## config.mk

```make
export PLATFORM = sky130hd
export DESIGN_NAME = pipe_stage_reg
export DESIGN_NICKNAME = d
export VERILOG_FILES = /design/src/rtl/pipe_stage_reg.sv
export SDC_FILE = /design/constraint.sdc
export NUM_CORES = 1
export LEC_CHECK = 0
export CORE_UTILIZATION = 25
export CTS_CLUSTER_SIZE = 12
export DETAILED_ROUTE_END_ITERATION = 10
export PLACE_DENSITY_LB_ADDON = 0.12
export SYNTH_ARGS = -nofsm -noshare
export SYNTH_HDL_FRONTEND = slang
export SYNTH_SLANG_ARGS = --single-unit
```

## constraint.sdc

```tcl
create_clock -name clk -period 3.3 [get_ports clk]
set_input_delay 0.33 -clock clk [delete_from_list [all_inputs] [get_ports clk]]
set_output_delay 0.33 -clock clk [all_outputs]
set_load 0.03 [all_outputs]
```

## src/rtl/pipe_stage_reg.sv

```systemverilog
// Pipeline stage register with valid/ready handshake and one-entry skid buffer.
// Optional stall/flush performance counters under `PIPE_STAGE_PERF_EN.
module pipe_stage_reg #(
  parameter int                 DATA_W      = 128,
  parameter int                 CTRL_W      = 16,
  parameter logic [CTRL_W-1:0]  CTRL_BUBBLE = '0
`ifdef PIPE_STAGE_PERF_EN
  ,parameter int                CNT_W       = 16
`endif
) (
  input  logic              clk,
  input  logic              rst_n,
  input  logic              flush,
  input  logic              in_valid,
  output logic              in_ready,
  input  logic [DATA_W-1:0] in_data,
  input  logic [CTRL_W-1:0] in_ctrl,
  output logic              out_valid,
  input  logic              out_ready,
  output logic [DATA_W-1:0] out_data,
  output logic [CTRL_W-1:0] out_ctrl
`ifdef PIPE_STAGE_PERF_EN
  ,output logic [CNT_W-1:0] stall_count,
  output logic [CNT_W-1:0]  flush_count
`endif
);

  typedef enum logic [1:0] {EMPTY, ONE, TWO} state_t;

  state_t             state_q, state_d;
  logic [DATA_W-1:0]  main_data, skid_data;
  logic [CTRL_W-1:0]  main_ctrl, skid_ctrl;
  logic               in_fire, out_fire;
  logic               load_main, load_skid, main_from_skid;

  // Both handshake outputs decode the state register only, so in_ready
  // never depends combinationally on out_ready.
  assign in_ready  = (state_q != TWO);
  assign out_valid = (state_q != EMPTY);
  assign out_data  = main_data;
  assign out_ctrl  = out_valid ? main_ctrl : CTRL_BUBBLE;

  assign in_fire   = in_valid & in_ready;
  assign out_fire  = out_valid & out_ready;

  always_comb begin
    state_d        = state_q;
    load_main      = 1'b0;
    load_skid      = 1'b0;
    main_from_skid = 1'b0;
    if (flush) begin
      state_d = EMPTY;
    end else begin
      case (state_q)
        EMPTY: begin
          if (in_fire) begin
            state_d   = ONE;
            load_main = 1'b1;
          end
        end
        ONE: begin
          if (in_fire && out_fire) begin
            load_main = 1'b1;
          end else if (in_fire) begin
            state_d   = TWO;
            load_skid = 1'b1;
          end else if (out_fire) begin
            state_d = EMPTY;
          end
        end
        TWO: begin
          if (out_fire) begin
            state_d        = ONE;
            main_from_skid = 1'b1;
          end
        end
        default: state_d = EMPTY;
      endcase
    end
  end

  always_ff @(negedge clk or negedge rst_n) begin
    if (!rst_n) begin
      state_q <= EMPTY;
    end else begin
      state_q <= state_d;
    end
  end

  // Storage is cleared on reset but simply holds across a flush.
  always_ff @(negedge clk or negedge rst_n) begin
    if (!rst_n) begin
      main_data <= '0;
      main_ctrl <= '0;
      skid_data <= '0;
      skid_ctrl <= '0;
    end else begin
      if (load_main) begin
        main_data <= in_data;
        main_ctrl <= in_ctrl;
      end else if (main_from_skid) begin
        main_data <= skid_data;
        main_ctrl <= skid_ctrl;
      end
      if (load_skid) begin
        skid_data <= in_data;
        skid_ctrl <= in_ctrl;
      end
    end
  end

`ifdef PIPE_STAGE_PERF_EN
  function automatic logic [CNT_W-1:0] sat_inc(input logic [CNT_W-1:0] v);
    return (&v) ? v : v + 1'b1;
  endfunction

  logic stall_hit, flush_hit;
  // A flush cycle is never a stall; it counts only if it discarded something.
  assign stall_hit = out_valid & ~out_ready & ~flush;
  assign flush_hit = flush & out_valid;

  always_ff @(negedge clk or negedge rst_n) begin
    if (!rst_n) begin
      stall_count <= '0;
      flush_count <= '0;
    end else begin
      if (stall_hit) stall_count <= sat_inc(stall_count);
      if (flush_hit) flush_count <= sat_inc(flush_count);
    end
  end
`endif

endmodule
```

==> results of run 1 <==
## stage by stage
| stage | total power, mW | setup TNS (ns) |
|---|---|---|
| floorplan | 6.24 | 0 |
| detailed placement | 7.52 | -157.06 |
| CTS | 11.6 | -3.62 |
| global placement | 7.47 | -149.98 |
| finish | 11.4 | -2.78 |
| global route | 12.0 | -4.06 |
## flip-flops by register name, indices dropped and copies added, names as in the netlist
register,flops
skid_ctrl,16
state_q,2
skid_data,128
main_ctrl,16
out_data,128
## report_power, final
group | internal (mW) | total, mW | switching [mW]
Sequential | 4.46 | 4.85 | 0.390
Clock | 2.53 | 4.07 | 1.54
Combinational | 1.23 | 2.47 | 1.24
Total | 8.22 | 11.4 | 3.17
## layout make-up
type	instances	area [µm²]	share of cell area
diodes	3	7.51	0.000432
clock buffers	57	1140	0.0658
clock inverters	7	93.8	0.00540
inverters	1	3.75	0.000216
multi-input cells	466	4290	0.247
flip-flops and latches	290	7260	0.418
well taps	607	759	0.0437
repair buffers	368	3820	0.220
## kinds of logic (layout without fill, tap and decap cells)
group	after synthesis	in the layout	synth area share
flops	290	290	0.614
simple gates	171	171	0.0918
mux	148	148	0.141
compound gates	147	147	0.123
buf+inv	63	433	0.0298
other cells	0	3	0
## worst paths after layout
| path | cells past startpoint | slack (ns) | end | startpoint |
|---|---|---|---|---|
| max | 4 | -0.18 | out_ctrl[1] | state_q[0] |
| min | 1 | 0.43 | skid_data[113] | skid_data[113] |
| max reg2reg | 6 | 1.36 | out_data[105] | state_q[1] |
| min reg2reg | 1 | 0.43 | skid_data[113] | skid_data[113] |
| max in group asynchronous | 2 | 1.42 | out_data[18] | rst_n |
| min in group asynchronous | 1 | 1.22 | out_data[86] | rst_n |
## metal layers
layer  share of wire  routed length (µm)
met5         0.00084                  29
met4           0.019                 648
met3           0.082                2840
met2            0.43               14800
met1            0.47               16100
## synthesized netlist by cell type, drive strengths merged
cell type  number
nand2           3
nor2            1
and2          142
nor3b           1
inv             1
a221o         142
nand3b          1
nand2b          3
nor4bb          1
clkbuf         29
mux2          148
a21oi           3
and2b           1
o21ba           1
a211oi          1
buf            33
nor2b          16
nor3            1
dfrtn         290
or3b            1
## worst max-delay path, stage by stage (launching register included)
cell,delay [ns]
dfrtn_1,0.42
nor2_2,0.06
buf_12,0.16
nor2b_1,0.13
buf_4,0.18
## repair_timing
action	in CTS	in global routing
pin swaps	1	0
gates cloned	0	0
resized for setup	415	40
endpoints found under the setup margin	283	188
==> metrics.cfg, run 1 <==
[layout]
drive_gt1_frac = 0.338
nets = 1313
post-route-cell-area_um2 = 17400
final_common_cell = dfrtn_1
mostFrequentLayoutCells = dfrtn_1 (290), clkdlybuf4s50_1 (144), a221o_1 (142)
instances_no_fill = 1799
fin_util = 0.373
area_growth_syn_to_layout_pct = 47.0
fillers = 4521

[drt]
drt_wl_total_um = 34500
drt-initial-drc-count = 304
ant_nets = 0
drc = 0
routed-via-count = 8209
first_pass_iters = 4
viasPerCell = 4.56
wl_per_cell_um = 19.2

[setup_path]
crit_required_ns = 2.97
start_kind = flop
crit_type = reg -> out
cp_max_fo = 17
critPathCaptureType = output port
cp.arrival_ns = 3.15

[global_routing]
antenna_found_initial = 4
busiest_layer = met2
grt_pass1_wl_um = 53300
grt_use_met1 = 0.197
use_met3 = 0.0485
use_met2 = 0.216
grt_max_degree = 55
grt_pass1_vias = 8764
grt.overflow.total = 0
grt_usage = 0.145

[pwr]
leakagePower_nw = 7.58
power.density_nw_per_um2 = 656
ir_drop_uv = 362

[timing]
whs_ns = 0.428
hold_viol = 0
relSlewSlack = 0.730
final_max_slew_viol_count = 0
setup_viol = 18
worst_slack_ns = -0.178
max_slew.worst_pin.slew_ns = 0.405
rsz0062_at_grt = true
skew_ns = 0.00821

[cts]
clk_pin_slew_ns = 0.04
ctsHtreeMaxLevel = 2
post_cts_buffers = 0
numCtsBuffers = 37
cts_tree = yes
clock_latency_ns = 0.54
cts.sinks = 290
hold_buffers = 0
cts_buffer_depth = 3
root_buffer = clkbuf_16

[floorplan]
die_w_um = 219
die_h_um = 219
initial_core_util = 0.254
core_um2 = 46600
rows = 79
io-pin-count = 295
dieArea_um2 = 48100

[placed_design]
dp.cells = 1732
gp_congestion = 0.719
place_area_um2 = 16100
dp_hpwl_um = 23400
post-place-ws_ns = -0.626
port_buffers = 294

[synthesis]
synth_area_leaders = dfrtn_1 (61%), a221o_1 (12%), mux2_2 (10%), and2_1 (5.2%), mux2_1 (4.1%)
yosys_warnings = 0
netlist.area_leader.share = 0.614
synthCells = 819
ys_seq_area_frac = 0.614
synth-seq-cells = 290
syn_nets = 968
ys_types = 25
syn_area_per_cell_um2 = 14.4
syn_area_um2 = 11800
yosysTopAreaCell = dfrtn_1

[min_path]
min_path_type = reg -> reg

[outcome]
outcome = finished with violations
violations = negative setup slack

[job]
drv_cap = 0

Power figures use the tool's default switching activity.
==> inputs of run 2 (changes only) <==
REMOVE_ABC_BUFFERS = 1   (was unset)
SKIP_LAST_GASP = 1   (was unset)
==> run 2 against run 1 <==
The flow still finishes with violations (negative setup slack). First-iteration DRC count is 6.6% higher. Setup slack improved by 0.0067 ns. Clock skew is 0.012 ns higher. Total power decreased by 1.3%. Worst hold slack is essentially flat. Critical path type unchanged. Largest power group unchanged.
==> metrics.cfg, run 2 (synthesized netlist as in run 1, its figures left out) <==
[placed_design]
dp.cells = 1729
dp_hpwl_um = 23100
gp_congestion = 0.704
post-place-ws_ns = -0.631
place_area_um2 = 16000
port_buffers = 294

[pwr]
clkPwrFrac = 0.351
ir_drop_uv = 424
power_mw = 11.2
p_int_mw = 8.04
p_comb_frac = 0.218
p_sw_frac = 0.285
p_seq_frac = 0.431
power.density_nw_per_um2 = 651
leakagePower_nw = 7.59
power.net_switching_mw = 3.20

[layout]
nets = 1314
final_common_cell = dfrtn_1
post-route-cell-area_um2 = 17300
instances_no_fill = 1797
mostFrequentLayoutCells = dfrtn_1 (290), clkdlybuf4s50_1 (146), a221o_1 (142)
fillers = 4480
antennaDiodeCount = 0
fin_util = 0.371
drive_gt1_frac = 0.339
area_growth_syn_to_layout_pct = 46.1

[cts]
ctsHtreeMaxLevel = 2
cts_tree = yes
hold_buffers = 0
clk_pin_slew_ns = 0.04
root_buffer = clkbuf_16
numCtsBuffers = 37
clock_latency_ns = 0.54
cts.sinks = 290
cts_buffer_depth = 3

[timing]
setup_viol = 17
max_slew.worst_pin.slew_ns = 0.337
setup-tns-final_ns = -2.40
final_max_slew_viol_count = 0
rsz0062_at_grt = true
worst_slack_ns = -0.171
whs_ns = 0.428
hold_viol = 0
relSlewSlack = 0.775
skew_ns = 0.0200

[floorplan]
core_um2 = 46600
initial_core_util = 0.254
die_w_um = 219
die_h_um = 219
io-pin-count = 295
dieArea_um2 = 48100
rows = 79

[job]
drv_cap = 0

[global_routing]
grt_max_degree = 59
grt_pass1_wl_um = 52700
antenna_found_initial = 1
grt_usage = 0.143
grt.overflow.total = 0
grt_pass1_vias = 8617

[drt]
drc = 0
wl_per_cell_um = 19.0
first_pass_iters = 4
drt-initial-drc-count = 324
ant_nets = 0
viasPerCell = 4.56
drt_wl_total_um = 34200
routed-via-count = 8197

[outcome]
violations = negative setup slack
outcome = finished with violations

[setup_path]
crit_slowest_cell = dfrtn_1
max_stage_delay_ns = 0.44
cp_top_family = flip-flops
crit_type = reg -> out
critPathCaptureType = output port
path_cells = nor2_4, buf_12, nor2b_1, buf_4
cp_num_buf_inv = 2
start_kind = flop
cp.arrival_ns = 3.14
crit_required_ns = 2.97
cp_max_fo = 8

[min_path]
min_path_type = reg -> reg

-- run 2: cell count changes in the layout (fill, tap and decap cells not counted), sizes merged --
cell	change
diode	-3
dlygate4sd2	-1
clkinv	+5
clkbuf	-3
buf	+12
clkdlybuf4s50	+2
clkdlybuf4s18	+1
dlymetal6s2s	-1
clkdlybuf4s15	-12
bufinv	-2
-- run 2: timing repair --
action                     in CTS  in global routing
setup endpoints to repair     277                 96
setup buffers                   2                  1
gates resized for setup       442                 50
gates cloned                    1                  0
pin swaps                       1                  0
-- run 2: power groups by stage --
| stage | combinational [mW] | clock, mW | sequential [mW] |
|---|---|---|---|
| 2_1_floorplan | 0.889 | 0 | 5.35 |
| 3_3_place_gp | 2.56 | 0 | 4.88 |
| 3_5_place_dp | 2.59 | 0 | 4.90 |
| 4_1_cts | 2.51 | 4.10 | 4.85 |
| 5_1_grt | 2.63 | 4.25 | 4.95 |
| 6_report | 2.45 | 3.95 | 4.85 |
-- run 2: cell type report --
type	count	area [µm²]	area share
Clock buffer	54	1130	0.0656
Clock inverter	10	58.8	0.00341
Inverter	1	3.75	0.000217
Multi-Input combinational cell	466	4300	0.249
Sequential cell	290	7260	0.420
Tap cell	607	759	0.0440
Timing Repair Buffer	369	3750	0.217
-- run 2: path summary, 6_finish.rpt --
kind | from | endpoint | slack [ns] | depth (start not counted)
setup / recovery | state_q[0] | out_ctrl[14] | -0.17 | 4
hold / removal | skid_data[120] | skid_data[120] | 0.43 | 1
setup reg to reg | state_q[1] | out_data[95] | 1.25 | 7
hold reg to reg | skid_data[120] | skid_data[120] | 0.43 | 1
max in group asynchronous | rst_n | out_data[19] | 1.38 | 3
min in group asynchronous | rst_n | out_data[123] | 1.18 | 1
-- run 2: per-layer routing --
metal	GRT usage	vias up	wire length (µm)
met1	0.189	4175	15500
met5	0	-	13
met4	0.0500	2	843
met2	0.219	211	15400
met3	0.0441	55	2390
li1	-	3754	-
==> inputs of run 3 (changes only) <==
CTS_CLUSTER_SIZE = 20   (was 12)
DONT_BUFFER_PORTS = 1   (was unset)
SLEW_MARGIN = 20   (was unset)
==> run 3 against run 2 <==
The run still ends with negative setup slack left. First-iteration DRC count is 47% higher. Sequential cell count stayed put. Setup slack better by 0.025 ns. Via count is 14% lower. Critical path type unchanged. Combinational power is 56% lower. Clock power is 2% lower. Routed wire length is 6.5% lower. Non-clock buffer count is 301 lower. Utilization is 6.6 points lower.
==> metrics.cfg, run 3 (synthesized netlist as in run 1, its figures left out) <==
[setup_path]
critPathCaptureType = output port
crit_slowest_cell = dfrtn_1
cp_max_fo = 12
cp.arrival_ns = 3.12
path_cells = nor2_2, buf_6, nor2b_1, buf_4
crit_required_ns = 2.97
start_kind = flop
crit_type = reg -> out
cp_top_family = buffers and inverters
max_stage_delay_ns = 0.35
cp_num_buf_inv = 2

[layout]
nets = 1012
drive_gt1_frac = 0.266
fillers = 4601
mostFrequentLayoutCells = dfrtn_1 (290), a221o_1 (142), mux2_2 (105)
area_growth_syn_to_layout_pct = 19.9
post-route-cell-area_um2 = 14200
final_common_cell = dfrtn_1
antennaDiodeCount = 0

[job]
drv_cap = 0

[placed_design]
place_area_um2 = 13000
gp_congestion = 0.693
post-place-ws_ns = -0.0968
port_buffers = 0
dp_hpwl_um = 20300

[global_routing]
grt_pass1_wl_um = 48400
use_met2 = 0.197
use_met3 = 0.0571
antenna_found_initial = 0
grt_usage = 0.132
busiest_layer = met2
grt_use_met1 = 0.172
grt.overflow.total = 0
grt_max_degree = 291
grt_pass1_vias = 7159

[floorplan]
initial_core_util = 0.254
rows = 79
die_h_um = 219
die_w_um = 219
dieArea_um2 = 48100
core_um2 = 46600
io-pin-count = 295

[timing]
relSlewSlack = 0.393
whs_ns = 0.428
max_slew.worst_pin.slew_ns = 0.910
hold_viol = 0
skew_ns = 0.0110
worst_slack_ns = -0.146
setup_viol = 17
final_max_slew_viol_count = 0
rsz0062_at_grt = true

[drt]
ant_nets = 0
drt-initial-drc-count = 477
drc = 0
viasPerCell = 4.74
wl_per_cell_um = 21.4
drt_wl_total_um = 31900
first_pass_iters = 5
routed-via-count = 7074

[pwr]
p_seq_frac = 0.526
p_int_mw = 7.49
p_comb_frac = 0.103
p_sw_frac = 0.281
power.density_nw_per_um2 = 736
power.net_switching_mw = 2.93
leakagePower_nw = 6.22
ir_drop_uv = 430
clkPwrFrac = 0.371

[cts]
numCtsBuffers = 36
hold_buffers = 0
cts.sinks = 290
clk_pin_slew_ns = 0.04
ctsHtreeMaxLevel = 2
root_buffer = clkbuf_16
cts_tree = yes
cts_buffer_depth = 3
clock_latency_ns = 0.54

[outcome]
outcome = finished with violations
violations = negative setup slack

[min_path]
min_path_type = reg -> reg

## run 3: repair_timing
item | CTS | global route
cloned | 0 | 0
gates resized for setup | 5 | 4
endpoints found under the hold margin | 0 | 0
buffers inserted | 1 | 1
endpoints found under the setup margin | 18 | 18
## run 3: power groups by stage
stage	logic, mW	clock network (mW)	registers, mW
final	1.07	3.87	5.48
after global routing	1.19	4.19	5.60
after CTS	1.09	4.05	5.49
after detailed placement	1.09	0	5.54
after global placement	1.06	0	5.54
after floorplan	0.889	0	5.35
## run 3: layout make-up
class | instances | area (µm²) | area share
clock buffer | 57 | 1100 | 0.0777
clock inverter | 4 | 45.0 | 0.00318
inverter | 1 | 3.75 | 0.000265
multi-input combinational | 466 | 4260 | 0.301
sequential | 290 | 7260 | 0.512
tap | 607 | 759 | 0.0536
timing repair buffer | 68 | 743 | 0.0524
## run 3: worst paths after layout
check                              startpoint              to  slack [ns]  cells past startpoint
worst min register to register  skid_data[84]   skid_data[84]        0.43                      1
worst min-delay path            skid_data[84]   skid_data[84]        0.43                      1
worst max register to register     state_q[1]    out_data[48]        1.38                      8
max in group asynchronous               rst_n   main_ctrl[15]        1.48                      0
min in group asynchronous               rst_n  skid_data[106]        1.03                      0
worst max-delay path               state_q[0]    out_ctrl[11]       -0.15                      4
## run 3: through the flow
step           power, mW   TNS, ns  instances   util
2_1_floorplan       6.24  -2088.19        757      -
3_3_place_gp        6.59     -3.95       1432  0.279
3_5_place_dp        6.63     -5.14       1432  0.279
4_1_cts             10.6     -3.06       1493  0.304
5_1_grt             11.0     -3.75       1493  0.304
6_report            10.4     -2.18       1493  0.304
## run 3: per-layer routing
layer / wire length [µm] / share of wire
met1: 13500 / 0.42
met2: 14600 / 0.46
met3: 3170 / 0.099
met4: 672 / 0.021
met5: 0 / 0
